==> config.mk <==
export PLATFORM = sky130hd
export DESIGN_NAME = pzcorebus_count_window_sampler
export DESIGN_NICKNAME = d
export VERILOG_FILES = /design/src/rtl/pzcorebus_pkg.sv /design/src/rtl/pzcorebus_window_timer.sv /design/src/rtl/pzcorebus_count_window_sampler.sv
export SDC_FILE = /design/constraint.sdc
export NUM_CORES = 1
export LEC_CHECK = 0
export BUFFER_PORTS_ARGS = -buffer_cell sky130_fd_sc_hd__buf_2
export CAP_MARGIN = 40
export CORE_UTILIZATION = 43
export CTS_BUF_LIST = sky130_fd_sc_hd__clkbuf_4 sky130_fd_sc_hd__clkbuf_8 sky130_fd_sc_hd__clkbuf_16
export DETAILED_ROUTE_END_ITERATION = 10
export GPL_TIMING_DRIVEN = 0
export PLACE_DENSITY_LB_ADDON = 0.3
export SYNTH_ARGS = -nofsm -noshare
export SYNTH_HDL_FRONTEND = slang
export SYNTH_HIERARCHICAL = 1
export SYNTH_SLANG_ARGS = --single-unit
==> constraint.sdc <==
create_clock -name i_clk -period 9 [get_ports i_clk]
set_input_delay 0.9 -clock i_clk [delete_from_list [all_inputs] [get_ports i_clk]]
set_output_delay 0.9 -clock i_clk [all_outputs]
set_load 0.02 [all_outputs]
==> src/rtl/pzcorebus_pkg.sv <==
// pzcorebus_pkg: shared types for the corebus count window sampler.
package pzcorebus_pkg;
  typedef enum logic {
    IDLE = 1'b0,
    RUN  = 1'b1
  } pzcorebus_window_sampler_state;
endpackage

==> src/rtl/pzcorebus_window_timer.sv <==
// pzcorebus_window_timer: loadable window down-counter flagging its zero (terminal) cycle.
module pzcorebus_window_timer #(
  parameter int WINDOW_WIDTH = 16
) (
  input  logic                    i_clk,
  input  logic                    i_rst_n,
  input  logic                    i_load,
  input  logic [WINDOW_WIDTH-1:0] i_load_value,
  input  logic                    i_enable,
  output logic                    o_terminal
);
  logic [WINDOW_WIDTH-1:0] timer_q, timer_d;
  always_comb timer_d = i_load ? i_load_value : i_enable ? timer_q - WINDOW_WIDTH'(1) : timer_q;
  always_ff @(posedge i_clk) timer_q <= !i_rst_n ? '0 : timer_d;
  assign o_terminal = timer_q == '0;
endmodule

==> src/rtl/pzcorebus_count_window_sampler.sv <==
// pzcorebus_count_window_sampler: per-window command-count delta with max/min stats and sticky alarm.
// Min tracking is built only when PZCOREBUS_COUNT_WINDOW_SAMPLER_MIN_EN is defined; otherwise o_min is '0.
module pzcorebus_count_window_sampler
  import pzcorebus_pkg::*;
#(
  parameter int COUNT_WIDTH  = 8,
  parameter int WINDOW_WIDTH = 16
) (
  input  logic                    i_clk,
  input  logic                    i_rst_n,
  input  logic                    i_start,
  input  logic                    i_stop,
  input  logic [WINDOW_WIDTH-1:0] i_window,
  input  logic [COUNT_WIDTH-1:0]  i_threshold,
  input  logic [COUNT_WIDTH-1:0]  i_count,
  output logic                    o_busy,
  output logic                    o_sample_valid,
  output logic [COUNT_WIDTH-1:0]  o_sample,
  output logic [COUNT_WIDTH-1:0]  o_max,
  output logic [COUNT_WIDTH-1:0]  o_min,
  output logic                    o_over
);
  pzcorebus_window_sampler_state state_q, state_d;
  logic [COUNT_WIDTH-1:0]  base_q, base_d, sample_q, sample_d, max_q, max_d, delta;
  logic [WINDOW_WIDTH-1:0] len_q, len_d;
  logic                    valid_q, valid_d, over_q, over_d, load, terminal;
`ifdef PZCOREBUS_COUNT_WINDOW_SAMPLER_MIN_EN
  logic [COUNT_WIDTH-1:0]  min_q, min_d;
`endif
  pzcorebus_window_timer #(.WINDOW_WIDTH(WINDOW_WIDTH)) u_timer (
    .i_clk        (i_clk),
    .i_rst_n      (i_rst_n),
    .i_load       (load),
    .i_load_value (state_q == IDLE ? i_window : len_q),
    .i_enable     (state_q == RUN),
    .o_terminal   (terminal)
  );
  // Modular subtraction absorbs a single wrap of the upstream counter.
  assign delta = i_count - base_q;
  always_comb begin
    state_d  = state_q;
    base_d   = base_q;
    len_d    = len_q;
    sample_d = sample_q;
    valid_d  = 1'b0;
    max_d    = max_q;
    over_d   = over_q;
    load     = 1'b0;
`ifdef PZCOREBUS_COUNT_WINDOW_SAMPLER_MIN_EN
    min_d    = min_q;
`endif
    if (state_q == IDLE) begin
      if (i_start && !i_stop) begin
        state_d = RUN;
        base_d  = i_count;
        len_d   = i_window;
        load    = 1'b1;
        max_d   = '0;
        over_d  = 1'b0;
`ifdef PZCOREBUS_COUNT_WINDOW_SAMPLER_MIN_EN
        min_d   = '1;
`endif
      end
    end else if (i_stop) begin
      state_d = IDLE;
    end else if (terminal) begin
      sample_d = delta;
      base_d   = i_count;
      load     = 1'b1;
      valid_d  = 1'b1;
      max_d    = delta > max_q ? delta : max_q;
      over_d   = over_q | (delta > i_threshold);
`ifdef PZCOREBUS_COUNT_WINDOW_SAMPLER_MIN_EN
      min_d    = delta < min_q ? delta : min_q;
`endif
    end
  end
  always_ff @(posedge i_clk) begin
    if (!i_rst_n) begin
      state_q  <= IDLE;
      base_q   <= '0;
      len_q    <= '0;
      sample_q <= '0;
      valid_q  <= 1'b0;
      max_q    <= '0;
      over_q   <= 1'b0;
    end else begin
      state_q  <= state_d;
      base_q   <= base_d;
      len_q    <= len_d;
      sample_q <= sample_d;
      valid_q  <= valid_d;
      max_q    <= max_d;
      over_q   <= over_d;
    end
  end
`ifdef PZCOREBUS_COUNT_WINDOW_SAMPLER_MIN_EN
  always_ff @(posedge i_clk) min_q <= !i_rst_n ? '1 : min_d;
  assign o_min = min_q;
`else
  assign o_min = '0;
`endif
  assign o_busy         = state_q == RUN;
  assign o_sample_valid = valid_q;
  assign o_sample       = sample_q;
  assign o_max          = max_q;
  assign o_over         = over_q;
endmodule

# Yosys cells after proc, flatten, opt, wreduce, memory -nomap -nowiden
# Cells that the tools add are included.
[classes] eq_ne=3 n_reduce_logical=10 addsub=2 n_mux=22 magnitude_cmp=2 bitwise_logic=3
[ops] op="$mux 8" count=9
[ops] op="$mux 16" count=3
[ops] op="$gt 8x8->1" count=2
[ops] op="$logic_not 16->1" count=1
[ops] op="$sub 16x1->16 const B" count=1
[ops] op="$mux 1" count=10
[ops] op="$sub 8x8->8" count=1
[ops] op="$reduce_and 3->1" count=2
[ops] op="$ne 2x1->1 const B" count=2
[ops] op="$reduce_and 2->1" count=2
[ops] op="$reduce_and 4->1" count=1
[ops] op="$reduce_bool 2->1" count=2
[ops] op="$ne 2x2->1 const B" count=1
[ops] op="$not 1->1" count=2
[ops] op="$logic_and 1x1->1" count=1
[ops] op="$logic_not 1->1" count=1
[ops] op="$or 1x1->1" count=1
[word_totals] in_bits=36 register_bits=59 wordCells=50 out_inout_bits=27

# Logic depth before layout (Yosys ltp)
[depth] word_depth=6 mapped_depth=16 mapped_depth_nobuf=15

# Cells and area by module
# The synthesis kept the hierarchy.
[modules_own_cells] mod="pzcorebus_count_window_sampler" seq_area_each_um2=860.8 area_each_um2=2606.2 cells_per_inst=309 instances=1
[modules_own_cells] mod="pzcorebus_window_timer" seq_area_each_um2=320.3 area_each_um2=922.1 cells_per_inst=103 instances=1

# Worst setup path before layout
# Ideal clock, no wire load.
[synth_timing] path_type="input -> register" startpoint="in i_count[0]" endpoint="reg max_q[1] (netlist: o_max[1])" required_time_ns=8.941 slack_ns=5.559 path_buffers=1 setup_time_ns=0.059 arrival_ns=3.381 cell_stages=16 cell_sequence="inv_1 > ha_1 > inv_1 > fa_1 > a211oi_1 > o21bai_1 > a21oi_1 > xnor2_1 > ha_1 > nand4_1 > o21bai_1 > a21oi_1 > o21a_1 > buf_6 > mux2i_1 > and2_1"
[synth_between] word_cells_on_any_way=8 classes_between="add/sub (1); order compare (1); eq/ne (1); mux (4); reduce/logical (1)"
[synth_lines] element="from (decl)" line="pzcorebus_count_window_sampler.sv:15" text="input logic [COUNT_WIDTH-1:0] i_count,"
[synth_lines] element="$sub 8x8->8" line="pzcorebus_count_window_sampler.sv:39" text="assign delta = i_count - base_q;"
[synth_lines] element="named net delta[6]" line="pzcorebus_count_window_sampler.sv:24" text="logic [COUNT_WIDTH-1:0] base_q, base_d, sample_q, sample_d, max_q, max_d, delta;"
[synth_lines] element="$gt 8x8->1" line="pzcorebus_count_window_sampler.sv:71" text="max_d = delta > max_q ? delta : max_q;"
[synth_lines] element="$ne 2x1->1 (no line)"
[synth_lines] element="$reduce_and 4->1 (no line)"
[synth_lines] element="to (signal assigned)" line="pzcorebus_count_window_sampler.sv:93" text="max_q <= max_d;"
[synth_lines] element="to (decl)" line="pzcorebus_count_window_sampler.sv:24"
# The timed path passes the listed nets, and every way through them passes these cells. The select of a mux whose other input is x is not followed.
# A chain may end at the register's enable or synchronous reset.

# Worst setup path in the final report
[layout_timing] startpoint="reg u_timer.timer_q[2]" endpoint="reg u_timer.timer_q[14]"
[layout_between] elab_chain_cells=5 word_cells_on_any_way=8 classes_between="add/sub (1); mux (5); reduce/logical (2)"
[layout_rtl] element="from (decl)" line="pzcorebus_window_timer.sv:12" text="logic [WINDOW_WIDTH-1:0] timer_q, timer_d;"
[layout_rtl] element="from (signal assigned)" line="pzcorebus_window_timer.sv:14" text="always_ff @(posedge i_clk) timer_q <= !i_rst_n ? '0 : timer_d;"
[layout_rtl] element="$logic_not 16->1 (*)" line="pzcorebus_window_timer.sv:15" text="assign o_terminal = timer_q == '0;"
[layout_rtl] element="named net terminal" line="pzcorebus_count_window_sampler.sv:26" text="logic valid_q, valid_d, over_q, over_d, load, terminal;"
[layout_rtl] element="$mux 1 (*)" line="pzcorebus_count_window_sampler.sv:66" text="end else if (terminal) begin"
[layout_rtl] element="$mux 1 (*)"
[layout_rtl] element="$mux 1 (*)" line="pzcorebus_count_window_sampler.sv:52" text="if (state_q == IDLE) begin"
[layout_rtl] element="named net load" line="pzcorebus_count_window_sampler.sv:26"
[layout_rtl] element="$mux 16 / $reduce_bool 2->1 (equally long branches)"
# Mark *: on every way through the listed nets, which the timed path passes. The rest lies on a longest branch. The select of a mux whose other input is x is not followed.

==> metrics <==
GPL Wtd Cong=0.8187; pin count of the biggest net entering global routing=17; VDD IR max=about 79 uV; routed vias=3015; WL met1=roughly 3700 um; Final Cycle Share=42.56%; Hold Path Depth=2; startpoint type of the worst setup path=register; clock buffer depth=2; TritonRoute pass-1 iters=4; WHS Endpoint=base_q[2]; post-synth top area cell=dfxtp_1; CP Class=reg2reg; sequential element share of the synthesized area=33.48%; cell-internal power=0.4671 mW; Post-synth EDFFs=0; asr flop ratio synth=0%; Setup-failing EPs final=0; relative slew slack=around 63%; Starting Density=roughly 45%; CP Max Fanout=10; site row count=32; crit end category=register; dpl cells=575; core footprint=between 7000 and 8000 um^2; Max Cap Violations=0; setup repair bufs after CTS=0; worst r2r dst=u_timer/timer_q[14]; hpwl dp=roughly 6200 um; Place WS=4.984 ns; minimum clock period=3.831 ns; Min-Delay Path Class=reg2reg; status=finished clean; post-DR wirelength/cell=approximately 14 um; Slew Viols, Final=0; Post-DRT Antenna Nets=0; initial antenna violation count=0; cts hold-fix bufs=0; Hold Crit Start=base_q[2]; GRT Resource Usage Total=20.56%; final hold vios=0; Layout Nets=between 500 and 600; sequential cell area=1181 um^2; commonest cells in the netlist=73 x nand2_1, 59 x dfxtp_1, 27 x inv_1; Top FF cell, synth=dfxtp_1; CTS tree=yes; metal3 WL=between 400 and 500 um; H-tree Lvls=3; ranking of synthesized cells by area=dfxtp_1 33%, ha_1 8.5%, nand2_1 7.8%; die area=roughly 8600 um^2; total grt overflow=0; Worst Reg2Reg Path Length in Cells=14; Net Switching=0.2009 mW; I/O Pins=63; # resized after CTS=0; CP arrival=about 4.0 ns; PortBufs=54; Pwr Density=161.5 nW/um^2; Worst Slack Setup Final=5.169 ns; combinational share of power=around a quarter; leakage=1.728 nW; Synth cell types=between 60 and 70; clock network power share=33.4%; worst-case clock skew=0.008151 ns; highest routed layer=met4; die height=92.59 um; WP data required=9.20 ns; clk root buf=clkbuf_8; Synth Instances=approximately 410; Sw Share=30.08%; FMAX=0.2610 GHz; clock sink count=59; count leader, synth=nand2_1; multi-input logic area=2122 um^2; # diodes=0; via/cell ratio=between 5 and 6; total power=0.6680 mW; r2r startpoint=u_timer/timer_q[2]; unrepaired setup endpoints after global routing=false; number of remaining DRC errors=0; share of post-route cells with drive strength above 1=between 20% and 30%; reg-to-reg slack, setup=between 5 and 6 ns; sequential share of power=42.7%; Mean Syn Cell Area=8.564 um^2; area growth from synthesis to layout=17.20%; cts bufs inserted=9; Ys Warns=6; Worst-Margin Slew=0.5545 ns; starting DRC count in detailed routing=120; CTS clk-pin slew, worst paths=about 0.07 ns; chip width=92.59 um; vias in the first global route=2929; Fillers=770; Skew-Pair Late Insertion Delay=between 0.3 and 0.4 ns; post-synthesis cell area=3528 um^2; Detailed Route WL=8113 um; setup tns final=0 ns; final std cells w/o fill=590; top-area cell type share of the netlist area=33.48%; Synth Register Bits=59; first-pass GRT wire length=13610 um; routed wl met2=a little under 4000 um
==> per-layer routing <==
| metal | vias up | GRT usage (%) |
|---|---|---|
| li1 | 1555 | - |
| met5 | - | 0 |
| met1 | 1390 | 26.22 |
| met4 | 0 | 8.594 |
| met3 | 9 | 3.448 |
| met2 | 61 | 34.20 |
==> power by group through the flow <==
stage                     logic, mW  registers, mW  clock network, mW
after floorplan               0.116          0.290                  0
after global placement        0.153          0.290                  0
after detailed placement      0.158          0.291                  0
after CTS                     0.159          0.285              0.229
after global routing          0.177          0.287              0.242
final                         0.159          0.285              0.223
==> worst max-delay path by stage <==
stage | from | endpoint | slack, ns | cells after the start
floorplan | i_count[0] | o_max[1] | 5.56 | 16
global placement | i_count[0] | o_max[3] | 5.14 | 17
detailed placement | i_count[0] | o_max[3] | 4.98 | 17
CTS | u_timer/timer_q[2] | u_timer/timer_q[9] | 5.19 | 14
global route | u_timer/timer_q[2] | u_timer/timer_q[14] | 4.91 | 14
finish | u_timer/timer_q[2] | u_timer/timer_q[14] | 5.17 | 14
==> cells in the final DEF, fill, tap and decap left out, drive strengths merged, types with 3 or more instances in the layout <==
master and count:
nand2 74, o21ai 18, or2 3, nor2b 4, nor3 5, inv 28, nand3 7, a21o 3
and2 4, a21oi 22, ha 24, xor2 3, or3 3, a21boi 33, dfxtp 59, mux2i 3
o211a 3, o21a 5, nand2b 3, buf 68, nor4 9, mux2 17, xnor2 13, clkbuf 24
nor2 13, conb 8, or4 4
==> per-stage QoR <==
stage,instance area (um^2),util (%),hold slack (ns)
2_1_floorplan,3555,-,0.4307
3_3_place_gp,3953,50.37,0.4375
3_5_place_dp,3953,50.37,0.4431
4_1_cts,4135,52.69,0.4520
5_1_grt,4135,52.69,0.4757
6_report,4135,52.69,0.4485
==> sequential cells by signal, summed over array words and instances, names as in the netlist <==
register	cells
o_sample_valid	1
o_over	1
base_q	8
o_max	8
o_sample	8
o_busy	1
len_q	16
u_timer/timer_q	16
==> cell type report <==
class	instances	area share, %
Multi-Input combinational cell	307	51.32
Clock inverter	2	0.2421
Tap cell	102	3.086
Sequential cell	59	28.56
Timing Repair Buffer	54	6.536
Clock buffer	13	4.175
Inverter	28	2.542
Buffer	25	3.540
==> cells by family after synthesis <==
| family | synth area share [%] |
|---|---|
| multiplexers | 6.277 |
| AO/OA/AOI/OAI | 19.08 |
| other | 0.1063 |
| buffers and inverters | 7.127 |
| flip-flops | 33.48 |
| AND/OR/NAND/NOR | 20.89 |
| adder cells (fa/ha/maj) | 9.078 |
| XOR/XNOR | 3.972 |
==> critical path, cell delays in order, from the launching register on <==
cell and delay (ns):
dfxtp_1 0.36, or4_4 0.54, buf_6 0.17, nor2_1 0.08
nand2_1 0.05, nor4_1 0.42, nand2_2 0.13, nor2_2 0.40
nor2_2 0.20, inv_2 0.22, clkbuf_1 0.37, inv_1 0.15
clkbuf_1 0.23, o21ai_0 0.29, a21oi_1 0.06
Note: power is estimated with default switching activity, not from simulation.
